File: src/rtl/mips_pkg.sv
// Shared MIPS pipeline definitions: HI/LO op codes and the mul/div FSM states.
package mips_pkg;

  typedef enum logic [3:0] {
    MD_NONE  = 4'd0,
    MD_MULT  = 4'd1,
    MD_MULTU = 4'd2,
    MD_DIV   = 4'd3,
    MD_DIVU  = 4'd4,
    MD_MTHI  = 4'd5,
    MD_MTLO  = 4'd6,
    MD_MFHI  = 4'd7,
    MD_MFLO  = 4'd8
  } md_op_e;

  typedef enum logic [1:0] {
    IDLE   = 2'd0,
    RUN    = 2'd1,
    FINISH = 2'd2
  } md_state_e;

endpackage

File: src/rtl/ex_muldiv.sv
// EX-stage multi-cycle multiply/divide unit owning the HI/LO registers.
// Radix-2 shift-add multiply and restoring divide on magnitudes, sign-fixed at FINISH.
module ex_muldiv
  import mips_pkg::*;
#(
  parameter int WIDTH = 32
) (
  input  logic             clk,
  input  logic             reset,
  input  logic             md_valid_i,
  input  logic [3:0]       md_op_i,
  input  logic [WIDTH-1:0] rs_i,
  input  logic [WIDTH-1:0] rt_i,
  input  logic             abort_i,
  output logic             busy_o,
  output logic             stall_o,
  output logic             done_o,
  output logic [WIDTH-1:0] hi_o,
  output logic [WIDTH-1:0] lo_o,
  output logic [WIDTH-1:0] mf_data_o
);

  localparam int CW = (WIDTH > 1) ? $clog2(WIDTH) : 1;

  function automatic logic [WIDTH-1:0] cond_neg(input logic neg, input logic [WIDTH-1:0] v);
    if (neg) begin
      return -v;
    end else begin
      return v;
    end
  endfunction

  md_state_e          state_r, state_s;
  logic [CW-1:0]      cnt_r;
  logic [2*WIDTH-1:0] acc_r;
  logic [WIDTH-1:0]   b_r;
  logic [WIDTH-1:0]   hi_r, lo_r;
  logic               is_div_r, res_neg_r, rem_neg_r, div0_r;

  logic               start_s, signed_s, is_div_s, mt_hi_s, mt_lo_s;
  logic               a_neg_s, b_neg_s;
  logic [WIDTH-1:0]   a_mag_s, b_mag_s;
  logic [WIDTH:0]     mul_sum_s, div_trial_s, div_diff_s;
  logic [2*WIDTH-1:0] mul_next_s, div_next_s, prod_fix_s;
  logic [WIDTH-1:0]   fin_hi_s, fin_lo_s;
  logic               wr_fin_s, busy_s;

  // Request decode: only an unaborted request in IDLE has any effect
  always_comb begin
    start_s  = 1'b0;
    signed_s = 1'b0;
    is_div_s = 1'b0;
    mt_hi_s  = 1'b0;
    mt_lo_s  = 1'b0;
    if (md_valid_i && !abort_i && (state_r == IDLE)) begin
      case (md_op_e'(md_op_i))
        MD_MULT:  begin start_s = 1'b1; signed_s = 1'b1; end
        MD_MULTU: begin start_s = 1'b1; end
        MD_DIV:   begin start_s = 1'b1; signed_s = 1'b1; is_div_s = 1'b1; end
        MD_DIVU:  begin start_s = 1'b1; is_div_s = 1'b1; end
        MD_MTHI:  begin mt_hi_s = 1'b1; end
        MD_MTLO:  begin mt_lo_s = 1'b1; end
        default:  begin start_s = 1'b0; end
      endcase
    end else begin
      start_s = 1'b0;
    end
  end

  assign a_neg_s = signed_s & rs_i[WIDTH-1];
  assign b_neg_s = signed_s & rt_i[WIDTH-1];
  assign a_mag_s = cond_neg(a_neg_s, rs_i);
  assign b_mag_s = cond_neg(b_neg_s, rt_i);

  // One iteration step; the low half of acc_r holds the multiplier or the dividend bits
  always_comb begin
    mul_sum_s   = {1'b0, acc_r[2*WIDTH-1:WIDTH]} + {1'b0, (acc_r[0] ? b_r : {WIDTH{1'b0}})};
    mul_next_s  = {mul_sum_s, acc_r[WIDTH-1:1]};
    div_trial_s = {acc_r[2*WIDTH-1:WIDTH], acc_r[WIDTH-1]};
    div_diff_s  = div_trial_s - {1'b0, b_r};
    if (div_diff_s[WIDTH]) begin
      div_next_s = {div_trial_s[WIDTH-1:0], acc_r[WIDTH-2:0], 1'b0};
    end else begin
      div_next_s = {div_diff_s[WIDTH-1:0], acc_r[WIDTH-2:0], 1'b1};
    end
  end

  assign prod_fix_s = res_neg_r ? -acc_r : acc_r;

  // Sign correction; divide-by-zero leaves the dividend in the remainder, so HI becomes rs raw
  always_comb begin
    fin_hi_s = prod_fix_s[2*WIDTH-1:WIDTH];
    fin_lo_s = prod_fix_s[WIDTH-1:0];
    if (is_div_r) begin
      fin_hi_s = cond_neg(rem_neg_r, acc_r[2*WIDTH-1:WIDTH]);
      fin_lo_s = div0_r ? {WIDTH{1'b1}} : cond_neg(res_neg_r, acc_r[WIDTH-1:0]);
    end else begin
      fin_hi_s = prod_fix_s[2*WIDTH-1:WIDTH];
      fin_lo_s = prod_fix_s[WIDTH-1:0];
    end
  end

  assign wr_fin_s = (state_r == FINISH) & ~abort_i;

  // FSM state register
  always_ff @(posedge clk or posedge reset) begin
    if (reset) begin
      state_r <= IDLE;
    end else begin
      state_r <= state_s;
    end
  end

  // FSM next-state logic
  always_comb begin
    state_s = state_r;
    case (state_r)
      IDLE: begin
        if (start_s) begin
          state_s = RUN;
        end else begin
          state_s = IDLE;
        end
      end
      RUN: begin
        if (abort_i) begin
          state_s = IDLE;
        end else if (cnt_r == CW'(WIDTH - 1)) begin
          state_s = FINISH;
        end else begin
          state_s = RUN;
        end
      end
      FINISH:  state_s = IDLE;
      default: state_s = IDLE;
    endcase
  end

  // FSM outputs and HI/LO read port
  always_comb begin
    busy_s    = (state_r != IDLE);
    busy_o    = busy_s;
    done_o    = wr_fin_s;
    stall_o   = md_valid_i & (md_op_i != MD_NONE) & busy_s;
    mf_data_o = {WIDTH{1'b0}};
    if (md_valid_i) begin
      case (md_op_e'(md_op_i))
        MD_MFHI: mf_data_o = hi_r;
        MD_MFLO: mf_data_o = lo_r;
        default: mf_data_o = {WIDTH{1'b0}};
      endcase
    end else begin
      mf_data_o = {WIDTH{1'b0}};
    end
  end

  // Operand capture at start, then one step per RUN cycle
  always_ff @(posedge clk or posedge reset) begin
    if (reset) begin
      acc_r     <= {(2*WIDTH){1'b0}};
      b_r       <= {WIDTH{1'b0}};
      cnt_r     <= {CW{1'b0}};
      is_div_r  <= 1'b0;
      res_neg_r <= 1'b0;
      rem_neg_r <= 1'b0;
      div0_r    <= 1'b0;
    end else if (start_s) begin
      acc_r     <= {{WIDTH{1'b0}}, a_mag_s};
      b_r       <= b_mag_s;
      cnt_r     <= {CW{1'b0}};
      is_div_r  <= is_div_s;
      res_neg_r <= a_neg_s ^ b_neg_s;
      rem_neg_r <= a_neg_s;
      div0_r    <= is_div_s & (rt_i == {WIDTH{1'b0}});
    end else if (state_r == RUN) begin
      acc_r <= is_div_r ? div_next_s : mul_next_s;
      cnt_r <= cnt_r + CW'(1);
    end
  end

  // Architectural HI/LO: result write at FINISH, MTHI/MTLO only when idle
  always_ff @(posedge clk or posedge reset) begin
    if (reset) begin
      hi_r <= {WIDTH{1'b0}};
      lo_r <= {WIDTH{1'b0}};
    end else if (wr_fin_s) begin
      hi_r <= fin_hi_s;
      lo_r <= fin_lo_s;
    end else begin
      if (mt_hi_s) hi_r <= rs_i;
      if (mt_lo_s) lo_r <= rs_i;
    end
  end

  assign hi_o = hi_r;
  assign lo_o = lo_r;

endmodule

File: config.mk
export PLATFORM = sky130hd
export DESIGN_NAME = ex_muldiv
export DESIGN_NICKNAME = d
export VERILOG_FILES = /design/src/rtl/mips_pkg.sv /design/src/rtl/ex_muldiv.sv
export SDC_FILE = /design/constraint.sdc
export NUM_CORES = 1
export LEC_CHECK = 0
export ABC_AREA = 1
export CAP_MARGIN = 20
export CELL_PAD_IN_SITES_DETAIL_PLACEMENT = 1
export CELL_PAD_IN_SITES_GLOBAL_PLACEMENT = 1
export CORE_ASPECT_RATIO = 0.7
export CORE_MARGIN = 3
export CORE_UTILIZATION = 25
export DETAILED_ROUTE_END_ITERATION = 10
export GPL_ROUTABILITY_DRIVEN = 0
export HOLD_SLACK_MARGIN = 0.15
export PLACE_DENSITY = 0.58
export SLEW_MARGIN = 20
export SYNTH_ARGS = -nofsm -noshare
export SYNTH_HDL_FRONTEND = slang
export SYNTH_SLANG_ARGS = --single-unit
File: constraint.sdc
create_clock -name clk -period 6.41 [get_ports clk]
set_input_delay 0.9615 -clock clk [delete_from_list [all_inputs] [get_ports clk]]
set_output_delay 0.9615 -clock clk [all_outputs]
set_load 0.005 [all_outputs]
==> impl_metrics.tcl, run 1 <==
set metrics [dict create \
    die-area_sq_mm 0.07459 \
    core_area_sq_mm 0.07023 \
    dr.pass1.iters 5 \
    end_kind "output pin" \
    maxCapViolCount 0 \
    cp_cell_sequence "clkdlybuf4s50_1 -> inv_1 -> nor2_1 -> nand3_1 -> o22ai_1 -> inv_1 -> nor2_1 -> clkdlybuf4s50_1" \
    syn_inst 3017 \
    cp.arrival_ns 4.35 \
    crit_required_ns 5.45 \
    clockBufferDepth 2 \
    fin_crit_ns 5.308 \
    grt_pass1_vias 20750 \
    cts-resized-gates 0 \
    finalCritPeriodShare 0.8281 \
    cts_max_level 4 \
    hold_viol 0 \
    fmax_mhz 188.4 \
    die_h_microns 229.4 \
    drv_slew 0 \
    place_ws_ns 1.188 \
    fill_cells 9119 \
    ff2ff_setup_slack_ns 2.42 \
    cts.clk_slew.worst_paths_ns 0.08 \
    setup_viol 0 \
    fin_nets 3268 \
    slowest_delay_ns 0.93 \
    grt.overflow.total 0 \
    drt-initial-drc-count 1807 \
    ant_nets 0 \
    worstReg2RegEnd "acc_r[42]$_DFFE_PP0P_" \
    cts_tree "built" \
    holdCritStartpoint "cnt_r[3]$_DFFE_PP0P_" \
    power_leakage_uw 0.01014 \
    reg2reg_from "acc_r[32]$_DFFE_PP0P_" \
    peakVddDrop_mv 0.2436 \
    vias 21200 \
    slew_headroom 0.2397 \
    tightest_slew_ns 1.136 \
    dp_hpwl_microns 76320 \
    area_growth_pct 17.98 \
    startpoint_type "input pin" \
    min_path_cells 1 \
    drive_above_1_share 0.03315 \
    r2r_cells 16 \
    synth_seq_cells 171 \
    numPortBuffers 170 \
    grt_max_degree 115 \
    min_to "cnt_r[3]$_DFFE_PP0P_" \
    grt_pass1_wl_microns 137800 \
    status "complete, no violations" \
    vias_per_cell 5.180 \
    worstSetupPathType "in -> out" \
    wl_microns 93330 \
    path_max_fanout 23 \
    ys_seq_area_frac 0.2401 \
    cts_buffers 17 \
    ctsHoldBuffers 0 \
    yosysUniqueCellTypes 54 \
    antenna_found_initial 3 \
    clk_latency_ns 0.50 \
    cts.sinks 171 \
    grt_setup_unrepaired "no" \
    syn_area_sq_mm 0.01782 \
    die_width_microns 325.1 \
    grt_usage 0.2457 \
    powerDensity_mw_per_mm2 415.5 \
    min_path_type "reg -> reg" \
    rows 81 \
    synth_area_per_cell_sq_um 5.908 \
    ys_warn_count 0 \
    wl_per_cell_microns 22.81 \
    cts_root_buf "clkbuf_16" \
    initial_utilization 0.2538 \
    slowest_stage "nand3_1" \
    setup_slack_ns 1.102 \
    postCtsSetupBuffers 0 \
    clock_skew_ns 0.02614 \
    drc 0 \
    syn_nets 3161 \
    tns_ns 0 \
    ios 171 \
]
-- layer usage --
layer | GRT usage | wire length (microns) | vias up
met5 | 0 | 0 | -
met1 | 0.3802 | 47340 | 10450
met2 | 0.3310 | 35700 | 708
met3 | 0.07415 | 9102 | 63
met4 | 0.03995 | 1190 | 0
li1 | - | - | 9972
-- per-stage QoR --
| step | cells | instance area [sq um] | utilization | power (uW) | hold WS (ns) |
|---|---|---|---|---|---|
| after floorplan | 3017 | 17820 | - | 5332 | 0.4259 |
| after CTS | 4091 | 21030 | 0.2994 | 8637 | 0.4669 |
| after detailed placement | 4059 | 20440 | 0.2910 | 7472 | 0.4559 |
| final | 4092 | 21030 | 0.2994 | 8737 | 0.4629 |
| after global placement | 4059 | 20440 | 0.2910 | 7382 | 0.4438 |
| after global routing | 4091 | 21030 | 0.2994 | 9451 | 0.5347 |
-- logic make-up (layout without fill, tap and decap cells) --
group	Yosys count	count (layout)	share of synthesized area
AND/OR/NAND/NOR	1608	1608	0.3835
buffers and inverters	584	704	0.1271
AO/OA/AOI/OAI	521	521	0.1680
flip-flops	171	171	0.2401
adder cells (fa/ha/maj)	72	72	0.05138
XOR/XNOR	61	61	0.02997
other	0	1	0
-- placed cells by master (no fill, tap or decap), types with 17 or more instances in the layout --
| cell | n |
|---|---|
| clkdlybuf4s50_1 | 170 |
| buf_4 | 19 |
| nor3_1 | 46 |
| inv_1 | 468 |
| o22ai_1 | 52 |
| nand3b_1 | 19 |
| a21oi_1 | 141 |
| xnor2_1 | 18 |
| nand4_1 | 54 |
| o21bai_1 | 22 |
| o211ai_1 | 32 |
| o21ai_1 | 29 |
| nand3_1 | 252 |
| xor2_1 | 43 |
| dfrtp_1 | 169 |
| nor2_1 | 296 |
| nand2_1 | 890 |
| ha_1 | 70 |
| clkbuf_16 | 17 |
| o21ai_0 | 179 |
-- worst max-delay path: cells and delay by family --
family,cells,cell delay (ns)
and+or+nand+nor,3,1.71
AOI/OAI and AO/OA,1,0.38
buffers and inverters,4,1.29
-- layout make-up --
| type | count | area, sq um | area share |
|---|---|---|---|
| repair buffers | 189 | 1844 | 0.08770 |
| well taps | 954 | 1194 | 0.05676 |
| flip-flops and latches | 171 | 4282 | 0.2036 |
| inverters | 483 | 1821 | 0.08657 |
| clock buffers | 18 | 429.2 | 0.02041 |
| diodes | 1 | 2.502 | 0.0001190 |
| multi-input cells | 2262 | 11300 | 0.5372 |
| clock inverters | 14 | 160.2 | 0.007616 |
-- synthesized netlist by cell type, drive strengths merged --
library cell,number,area [sq um]
a21boi,1,7.510
a21o,8,60.06
a21oi,142,721.9
a221oi,1,8.760
a22o,2,17.52
a22oi,15,112.6
a311oi,1,8.760
a31oi,9,56.30
and2,3,18.77
and3,4,25.02
buf,35,202.7
clkbuf,66,249.0
dfrtp,171,4279
fa,2,40.04
ha,70,875.8
inv,483,1813
nand2,894,3366
nand2b,1,6.260
nand3,257,1311
nand3b,19,142.6
nand4,54,337.8
nor2,307,1200
nor3,51,299.0
nor3b,1,7.510
nor4,5,46.29
o211ai,32,240.2
o21a,7,52.55
o21ai,210,1059
o21bai,22,165.2
o221ai,7,61.31
o22ai,52,325.3
o311ai,5,43.79
o31ai,5,37.54
o41ai,2,17.52
or2,12,75.07
xnor2,18,157.7
xor2,43,376.6
-- registers in the layout, indices dropped and copies added, names as in the netlist --
name	count
acc_r	64
b_r	32
hi_o	32
lo_o	32
cnt_r	5
state_r	2
div0_r	1
is_div_r	1
rem_neg_r	1
res_neg_r	1
-- power by group --
part	switching, uW	leakage, uW	total, uW	internal, uW
clock network	556	0.000280	1140	584
registers	697	0.00212	2100	1400
logic	3770	0.00774	5500	1730
-- worst max-delay path by stage --
stage	startpoint	endpoint	cells after the start
floorplan	reset	acc_r[0]$_DFFE_PP0P_	1
global placement	md_op_i[3]	mf_data_o[26]	7
detailed placement	md_op_i[3]	mf_data_o[28]	7
CTS	md_op_i[3]	mf_data_o[28]	7
global route	md_op_i[3]	mf_data_o[1]	7
finish	md_op_i[2]	mf_data_o[28]	8
Note: power is estimated with default switching activity, not from simulation.
==> run 2: changes to the inputs <==
==> constraint.sdc (replaced) <==
create_clock -name clk -period 5.3 [get_ports clk]
set_input_delay 0.795 -clock clk [delete_from_list [all_inputs] [get_ports clk]]
set_output_delay 0.795 -clock clk [all_outputs]
set_load 0.005 [all_outputs]
==> impl_metrics.tcl, run 2 (synthesized netlist as in run 1, its figures left out) <==
set metrics [dict create \
    powerDensity_mw_per_mm2 506.0 \
    startpoint_type "input pin" \
    drv_slew 0 \
    core_area_sq_mm 0.07023 \
    vias 21450 \
    cts_max_level 4 \
    wl_per_cell_microns 23.00 \
    fin_crit_ns 4.888 \
    setup_slack_ns 0.4124 \
    postCtsSetupBuffers 0 \
    fill_cells 9099 \
    tns_ns 0 \
    fin_nets 3273 \
    area_growth_pct 18.51 \
    final_cell_mix "nand2_1 (890), inv_1 (468), nor2_1 (296)" \
    clk_latency_ns 0.48 \
    ios 171 \
    mostFrequentLayoutCell "nand2_1" \
    insertedDiodeCount 0 \
    cts_root_buf "clkbuf_16" \
    min_to "cnt_r[3]$_DFFE_PP0P_" \
    clock_skew_ns 0.01259 \
    place_ws_ns 0.4925 \
    setup_viol 0 \
    ctsHoldBuffers 0 \
    r2r_cells 15 \
    wl_microns 94200 \
    design_area_sq_mm 0.02112 \
    numPortBuffers 170 \
    min_path_cells 1 \
    tightest_slew_ns 1.137 \
    dr.pass1.iters 6 \
    peakVddDrop_mv 0.2849 \
    slew_headroom 0.2341 \
    grt_setup_unrepaired "no" \
    reg2reg_from "acc_r[0]$_DFFE_PP0P_" \
    power_leakage_uw 0.01019 \
    vias_per_cell 5.238 \
    min_path_type "reg -> reg" \
    cts.sinks 171 \
    die-area_sq_mm 0.07459 \
    status "complete, no violations" \
    largest_reg_flops 64 \
    placed_area_sq_mm 0.02050 \
    grt_usage 0.2477 \
    path_max_fanout 23 \
    cts_buffers 17 \
    drt-initial-drc-count 1982 \
    ff2ff_setup_slack_ns 1.19 \
    dp_hpwl_microns 77300 \
    worstReg2RegEnd "acc_r[53]$_DFFE_PP0P_" \
    maxCapViolCount 0 \
    end_kind "output pin" \
    antenna_found_initial 1 \
    grt_pass1_vias 21020 \
    fmax_mhz 204.6 \
    hold_viol 0 \
    grt_max_degree 78 \
    crit_required_ns 4.51 \
    die_width_microns 325.1 \
    holdCritStartpoint "cnt_r[3]$_DFFE_PP0P_" \
    die_h_microns 229.4 \
    drive_above_1_share 0.03533 \
    initial_utilization 0.2538 \
    rows 81 \
    cp.arrival_ns 4.09 \
    cts-resized-gates 0 \
    drc 0 \
    startpoint "md_op_i[3]" \
    ant_nets 0 \
    largest-register "acc_r" \
    grt_pass1_wl_microns 139500 \
    grt.overflow.total 0 \
    finalCritPeriodShare 0.9222 \
    clockBufferDepth 2 \
    worstSetupPathType "in -> out" \
    cts.clk_slew.worst_paths_ns 0.07 \
    cts_tree "built" \
]
[run 2: cell type report]
class | instances | area (sq um) | area share
Sequential cell | 171 | 4282 | 0.2027
Clock inverter | 15 | 197.7 | 0.009359
Clock buffer | 17 | 425.4 | 0.02014
Tap cell | 954 | 1194 | 0.05651
Inverter | 483 | 1817 | 0.08600
Multi-Input combinational cell | 2262 | 11300 | 0.5350
Timing Repair Buffer | 194 | 1907 | 0.09027
[run 2: metal layers]
metal	global-route usage	wire, microns	vias up
li1	-	-	9969
met1	0.3739	46760	10690
met2	0.3400	36510	725
met3	0.08194	9805	69
met4	0.03995	1117	0
met5	0	0	-
[run 2: power breakdown]
group | switching (uW) | internal (uW) | total, uW
Combinational | 4600 | 2120 | 6720
Sequential | 841 | 1690 | 2530
Clock | 676 | 761 | 1440
Total | 6120 | 4570 | 10700
[run 2: how the worst max path moves through the flow]
stage | to
after floorplan | acc_r[0]$_DFFE_PP0P_
after global placement | mf_data_o[26]
after detailed placement | mf_data_o[25]
after CTS | mf_data_o[25]
after global routing | mf_data_o[25]
final | mf_data_o[21]
[run 2: critical path, cell delays in order]
cell	delay, ns
clkdlybuf4s50_1	0.61
nor2_1	0.66
nand3_1	0.93
o22ai_1	0.42
inv_1	0.07
nor2_1	0.08
clkdlybuf4s50_1	0.51
[run 2: through the flow]
stage               std cells  hold WS [ns]    util  total power, uW
floorplan                3017        0.4259       -             6449
global placement         4064        0.4457  0.2918             8941
detailed placement       4064        0.4720  0.2918             9068
CTS                      4096        0.4810  0.3007            10550
global route             4096        0.4980  0.3008            11530
finish                   4096        0.4739  0.3008            10690
